--- src/rtl/controlo_barreira_seq.sv ---
// controlo_barreira_seq: serial plate reader with format/day check, timed barrier cycle
// and car-park occupancy tracking.
module controlo_barreira_seq #(
  parameter int               N_DIG       = 6,
  parameter logic [N_DIG-1:0] LETTER_MASK = 6'b000100,
  parameter int               OPEN_CYC    = 16,
  parameter int               CAPACITY    = 8,
  parameter int               CNT_W       = 4
) (
  input  logic             clk,
  input  logic             rst_n,
  input  logic             dig_valid_i,
  input  logic [3:0]       dig_i,
  input  logic [2:0]       dia_i,
  input  logic             car_passed_i,
  input  logic             car_exit_i,
  output logic             ready_o,
  output logic             matr_val_o,
  output logic             barreira_o,
  output logic             rejeitado_o,
  output logic [CNT_W-1:0] ocupacao_o,
  output logic             cheio_o
);
  localparam int IW = (N_DIG > 1) ? $clog2(N_DIG) : 1;
  localparam int TW = (OPEN_CYC > 1) ? $clog2(OPEN_CYC) : 1;
  typedef enum logic [1:0] {IDLE, CHECK, OPEN, REJ} state_t;
  state_t           state_q;
  logic [IW-1:0]    idx_q;
  logic [TW-1:0]    timer_q;
  logic [3:0]       chars_q [N_DIG];
  logic             matr_val_q, barreira_q, rejeitado_q;
  logic [CNT_W-1:0] ocupacao_q, ocupacao_d;
  logic             fmt_ok, day_ok, cheio, inc, dec;
  always_comb begin
    fmt_ok = 1'b1;
    for (int i = 0; i < N_DIG; i++)
      fmt_ok = fmt_ok & (LETTER_MASK[i] ? (chars_q[i] >= 4'd10) : (chars_q[i] <= 4'd9));
  end
  // Odd days admit odd last digits, even days even ones; day 7 admits all.
  assign day_ok = (dia_i == 3'd7) | ((dia_i != 3'd0) & (dia_i[0] == chars_q[N_DIG-1][0]));
  assign cheio  = ocupacao_q == CNT_W'(CAPACITY);
  assign inc    = (state_q == OPEN) & car_passed_i;
  // An exit paired with an entry always nets to zero; a lone exit at zero is dropped.
  assign dec        = car_exit_i & ((ocupacao_q != '0) | inc);
  assign ocupacao_d = ocupacao_q + CNT_W'(inc) - CNT_W'(dec);
  always_ff @(posedge clk or negedge rst_n) begin
    if (!rst_n) begin
      state_q     <= IDLE;
      idx_q       <= '0;
      timer_q     <= '0;
      matr_val_q  <= 1'b0;
      barreira_q  <= 1'b0;
      rejeitado_q <= 1'b0;
      ocupacao_q  <= '0;
      for (int i = 0; i < N_DIG; i++) chars_q[i] <= '0;
    end else begin
      ocupacao_q  <= ocupacao_d;
      rejeitado_q <= 1'b0;
      case (state_q)
        IDLE: if (dig_valid_i) begin
          chars_q[idx_q] <= dig_i;
          if (idx_q == IW'(N_DIG - 1)) begin
            idx_q   <= '0;
            state_q <= CHECK;
          end else idx_q <= idx_q + 1'b1;
        end
        CHECK: begin
          matr_val_q <= fmt_ok;
          if (fmt_ok & day_ok & !cheio) begin
            state_q    <= OPEN;
            barreira_q <= 1'b1;
            timer_q    <= '0;
          end else begin
            state_q     <= REJ;
            rejeitado_q <= 1'b1;
          end
        end
        // A pass on the final timer cycle still counts as an entry via inc.
        OPEN: if (car_passed_i || timer_q == TW'(OPEN_CYC - 1)) begin
          barreira_q <= 1'b0;
          state_q    <= IDLE;
        end else timer_q <= timer_q + 1'b1;
        REJ: begin
          state_q <= IDLE;
          idx_q   <= '0;
        end
        default: state_q <= IDLE;
      endcase
    end
  end
  assign ready_o     = state_q == IDLE;
  assign matr_val_o  = matr_val_q;
  assign barreira_o  = barreira_q;
  assign rejeitado_o = rejeitado_q;
  assign ocupacao_o  = ocupacao_q;
  assign cheio_o     = cheio;
endmodule

--- config.mk ---
export PLATFORM = sky130hd
export DESIGN_NAME = controlo_barreira_seq
export DESIGN_NICKNAME = d
export VERILOG_FILES = /design/src/rtl/controlo_barreira_seq.sv
export SDC_FILE = /design/constraint.sdc
export NUM_CORES = 1
export LEC_CHECK = 0
export ABC_AREA = 1
export CAP_MARGIN = 5
export CORE_ASPECT_RATIO = 1.75
export CORE_UTILIZATION = 49
export CTS_CLUSTER_DIAMETER = 200
export CTS_CLUSTER_SIZE = 40
export DETAILED_ROUTE_END_ITERATION = 6
export PLACE_DENSITY = 0.74
export SLEW_MARGIN = 20
export SYNTH_ARGS = -nofsm -noshare
export SYNTH_HDL_FRONTEND = slang
export SYNTH_SLANG_ARGS = --single-unit
--- constraint.sdc ---
create_clock -name clk -period 1.8 [get_ports clk]
set_input_delay 0.36 -clock clk [delete_from_list [all_inputs] [get_ports clk]]
set_output_delay 0.36 -clock clk [all_outputs]
set_load 0.02 [all_outputs]
== After elaboration in Yosys (flattened, before gate mapping) ==
Cells that the tools add are included.

* Register bits after elaboration: 40
* Input port bits: 12
* Output and inout bits: 9
* Logic and storage cells: 83

* Add/subtract/negate cells: 4
* Magnitude comparators: 8
* Eq/ne operators: 13
* Mux-type cells: 19
* Bitwise operators: 13
* Reduce and logical (&&, ||, !) cells: 13

{| class="wikitable"
|+ Operators by type and width
! operator !! count
|-
| bitwise mux 24 bit || 1
|-
| less-or-equal comparator 4 bit, second input constant || 5
|-
| demux 4 bit (select 3 bit) || 1
|-
| two-way mux 4 bit || 3
|-
| bitwise AND 1 bit || 10
|-
| AND reduction 3 bit || 3
|-
| == test 4 bit, second input constant || 2
|-
| greater-or-equal comparator 4 bit, second input constant || 2
|-
| case mux 2 bit (4 select lines) || 1
|-
| case mux 4 bit (2 select lines) || 1
|-
| == test 3 bit, second input constant || 2
|-
| two-way mux 2 bit || 3
|-
| two-way mux 3 bit || 2
|-
| inequality test 2 bit, second input constant || 3
|-
| case mux 3 bit (2 select lines) || 1
|-
| two-way mux 1 bit || 5
|-
| adder 4 x 1 -> 4 bit || 1
|-
| adder 4 x 1 -> 4 bit, second input constant || 1
|-
| == test 2 bit, second input constant || 2
|-
| < comparator 4 x 1 -> 1 bit, second input constant || 1
|-
| inequality test 2 x 1 -> 1 bit, second input constant || 2
|-
| NOT 3 -> 4 bit || 1
|-
| AND reduction 2 bit || 2
|-
| nonzero test 2 bit || 2
|-
| other kinds (12) || 13
|}

== Longest topological paths before layout ==
* Depth after elaboration: 10
* Depth in mapped cells: 10

== Worst setup path after synthesis ==
OpenSTA, ideal clock, no wires.

* Path kind: register -> register
* From: register state_q[0]
* To: register ocupacao_q[2] (netlist: ocupacao_o[2])
* Setup time: 0.123 ns
* Arrival time: 1.878 ns
* Slack: -0.201 ns
* Stages on the path, launching flop included: 11
* Buffers on the path: 0
* Clock period less this slack: 2.001 ns
* Cells stage by stage: dfrtp_1 > inv_1 > ha_1 > nand2_1 > a31oi_1 > ha_1 > inv_1 > ha_1 > inv_1 > fa_1 > xnor2_1

* Longest elaborated chain between the ends: 5
* Elaborated cells between the ends (all ways): 6

{| class="wikitable"
|+ Ends and longest elaborated chain
! element !! RTL line !! source
|-
| from (decl) || 27 || <nowiki>state_t state_q;</nowiki>
|-
| from (signal assigned) || 48 || <nowiki>state_q <= IDLE;</nowiki>
|-
| from (signal assigned) || 64 || <nowiki>state_q <= CHECK;</nowiki>
|-
| from (signal assigned) || 70 || <nowiki>state_q <= OPEN;</nowiki>
|-
| == test 2 bit (*) || 42 || <nowiki>assign inc = (state_q == OPEN) & car_passed_i;</nowiki>
|-
| bitwise AND 1 bit (*) || 42 ||
|-
| parallel branches: the longest is 2 deep, another holds adder 4 x 1 -> 4 bit || - ||
|-
| subtractor 4 x 1 -> 4 bit (*) || 45 || <nowiki>assign ocupacao_d = ocupacao_q + CNT_W'(inc) - CNT_W'(dec);</nowiki>
|-
| via ocupacao_d[2] || 32 || <nowiki>logic [CNT_W-1:0] ocupacao_q, ocupacao_d;</nowiki>
|-
| to (signal assigned) || 57 || <nowiki>ocupacao_q <= ocupacao_d;</nowiki>
|-
| to (decl) || 32 ||
|}

Mark *: on every way through the listed nets, which the timed path passes.
A chain may end at the register's enable or synchronous reset.

== Worst setup path after layout ==
Ends and elaborated chain as after synthesis.

==> results.md <==
- Die width: 47.4 µm
- Gr usage total: 0.221
- Maximum clock rate: 520 MHz
- Number of DRC markers in iteration 0: 59
- Critical path capture point type: flop
- CP cell instances: inv_2, ha_4, nand2_2, a31oi_1, ha_1, inv_2, ha_4, inv_2, fa_1, xnor2_1
- Cells after DPL: 289
- Reg2reg path depth: 10
- Metal-1 WL: 1350 µm
- Period utilization: 1.07
- Max_slew headroom: 0.705
- Clock power frac: 0.154
- CP max stage delay: 380 ps
- Reg area: 877 µm²
- Starting Density: 0.521
- Top cell family by delay on the critical path: adder cells
- Largest net degree at the start of global routing: 36
- Final setup vio count: 3
- Routed WL: 3590 µm
- Max Slew Vio Count: 0
- Worst Path Buf+Inv: 3
- Synth Instances: 209
- Rows: 28
- Lkg Pwr: 1.17 nW
- Failing checks: negative setup slack
- Clock skew: 4.85 ps
- TritonCTS Buffers: 5
- Chip height: 81.5 µm
- Final WS setup: -124 ps
- Number of synthesized register bits: 35
- Psw: 1.42 mW
- Count of cell types in the netlist: 24
- CTS tree: yes
- Fin crit period: 1920 ps
- Area of the multi-input gates: 811 µm²
- Via Count: 1,467
- Crit-path slowest cell: dfrtp_1
- Core ar.: 0.00340 mm²
- Met3 WL post-DR: 87 µm
- Sw Share: 0.384
- Area grow syn2layout: 30.3%
- Skew-Pair Late Insertion Delay: 280 ps
- Initial antenna violation count: 0
- First-pass GRT wire length: 6010 µm
- Most frequent cells in the layout: nand2_1, dfrtp_1, inv_1, nor2_1, buf_4
- Critical path class: flop to flop
- Arr. time, crit path: 2090 ps
- Worst slew pin tran: 443 ps
- Vias in the first global route: 1,532
- Share of layout cells above drive strength 1: 0.191
- Clock sinks: 35
- Hold Path Class: input pin to async pin
- Mapped Area: 0.00177 mm²
- First-pass iteration count of the detailed router: 4
- Critical path depth: 10
- ANT nets after route: 0
- Drt wl/cell: 11.9 µm
- Reg power frac: 0.339
- Outcome: complete, but fails checks
- Buffers on Ports: 20
- Top layer in use: met4
- Non-filler instance count after layout: 301
- Crit Path Max Fanout: 2
- Hold Vio Cnt, Final: 0
- RSZ-0062 raised after global routing: true
- N_diodes: 0
- Placer Congestion: 0.845
- Drt drc: 0
- Grt ovf: 0
- Max-cap violations: 0
- Commonest non-fill, non-tap cell in the layout: nand2_1
- Routed wl met2: 2060 µm
- H-tree depth: 2
- Cell mode on critical path: inv_2
- Longest Clk Path Bufs: 2
- Clock transition at path regs: 70 ps
- Total nets after synthesis: 234
- Combinational Power Share: 0.507
- Fillcell total: 294
- Internal Dissipation: 2.27 mW
- Die area: 0.00386 mm²
- Register area share after synthesis: 0.495
- Pwr dens: 1600 mW/mm²
- Avg Vias per Cell: 4.87
- CTS root buf: clkbuf_8
- Crit start category: flop
- Max rail drop VDD: 1.21 mV
- Synth warn: 0
- HPWL after DPL: 2620 µm
- Io pins: 21
- Worst path required time: 1970 ps
- Final net count: 281
- Setup TNS: -264 ps
- Avg Inst Size Synth: 8.47 µm²
[flip-flops by register name, indices dropped and copies added, names as in the netlist]
signal,cells
barreira_o,1
matr_val_o,1
idx_q,3
timer_q,4
rejeitado_o,1
ocupacao_o,4
chars_q,19
state_q,2
[path summary, 6_finish.rpt]
path | from | to | slack, ps
max | state_q[0]$_DFFE_PN0P_ | ocupacao_o[2]$_DFF_PN0_ | -120
min | rst_n | chars_q[3]$_DFFE_PN0P_ | 480
max reg2reg | state_q[0]$_DFFE_PN0P_ | ocupacao_o[2]$_DFF_PN0_ | -120
min reg2reg | chars_q[11]$_DFFE_PN0P_ | chars_q[11]$_DFFE_PN0P_ | 490
max in group asynchronous | rst_n | ocupacao_o[2]$_DFF_PN0_ | 990
min in group clk | chars_q[11]$_DFFE_PN0P_ | chars_q[11]$_DFFE_PN0P_ | 490
[synthesized netlist by cell type (all sizes together)]
master,number,area share
nor2,26,0.061
nand2,52,0.12
fa,1,0.011
ha,12,0.085
o22ai,2,0.0071
a31oi,1,0.0035
nand3,9,0.025
nand3b,1,0.0042
xnor2,2,0.0099
or2,1,0.0035
a21oi,8,0.027
inv,34,0.072
dfrtp,35,0.50
nand4,1,0.0035
o21ai,21,0.059
xor2,1,0.0050
nor3,1,0.0028
a22oi,1,0.0042
[final cells by class]
class,instances,area share
inverter,34,0.0553
sequential,35,0.380
timing repair buffer,40,0.150
clock buffer,6,0.0358
multi-input combinational,140,0.352
tap,45,0.0244
clock inverter,1,0.00217
[worst register-to-register path: stages (launching register included)]
cell and delay [ps]:
dfrtp_1 380, inv_2 80, ha_4 140, nand2_2 60
a31oi_1 160, ha_1 250, inv_2 70, ha_4 130
inv_2 30, fa_1 370, xnor2_1 130
[power by group through the flow]
stage | clock network [mW] | registers (mW) | logic, mW
final | 0.569 | 1.25 | 1.87
after global routing | 0.611 | 1.28 | 2.09
after CTS | 0.582 | 1.25 | 1.79
after detailed placement | 0 | 1.26 | 1.73
after global placement | 0 | 1.25 | 1.70
after floorplan | 0 | 1.34 | 0.974
[routing by layer]
metal	vias to the layer above	GRT usage
li1	749	-
met1	686	0.202
met2	23	0.423
met3	9	0.0418
met4	0	0.111
met5	-	0
[logic make-up after synthesis]
family	after synthesis	share of synthesized area
simple gates	91	0.221
flops	35	0.495
buf+inv	34	0.0721
compound gates	33	0.101
fa+ha+maj	13	0.0962
xor+xnor	3	0.0149
[stage by stage]
step | hold slack, ps | setup slack [ps] | power (mW) | area (µm²) | utilization
floorplan | 64.4 | -139 | 2.32 | 1780 | -
global placement | 462 | -387 | 2.95 | 2150 | 0.633
detailed placement | 470 | -416 | 2.99 | 2150 | 0.633
CTS | 488 | -165 | 3.62 | 2260 | 0.666
global route | 509 | -216 | 3.99 | 2310 | 0.679
finish | 481 | -124 | 3.69 | 2310 | 0.679
[what timing repair did]
action	CTS	global route
setup buffers	3	2
endpoints found under the setup margin	4	7
hold buffers	0	0
hold endpoints to repair	0	0
resized for setup	10	9
pin swaps	2	4
(Power assumes the default switching activity.)
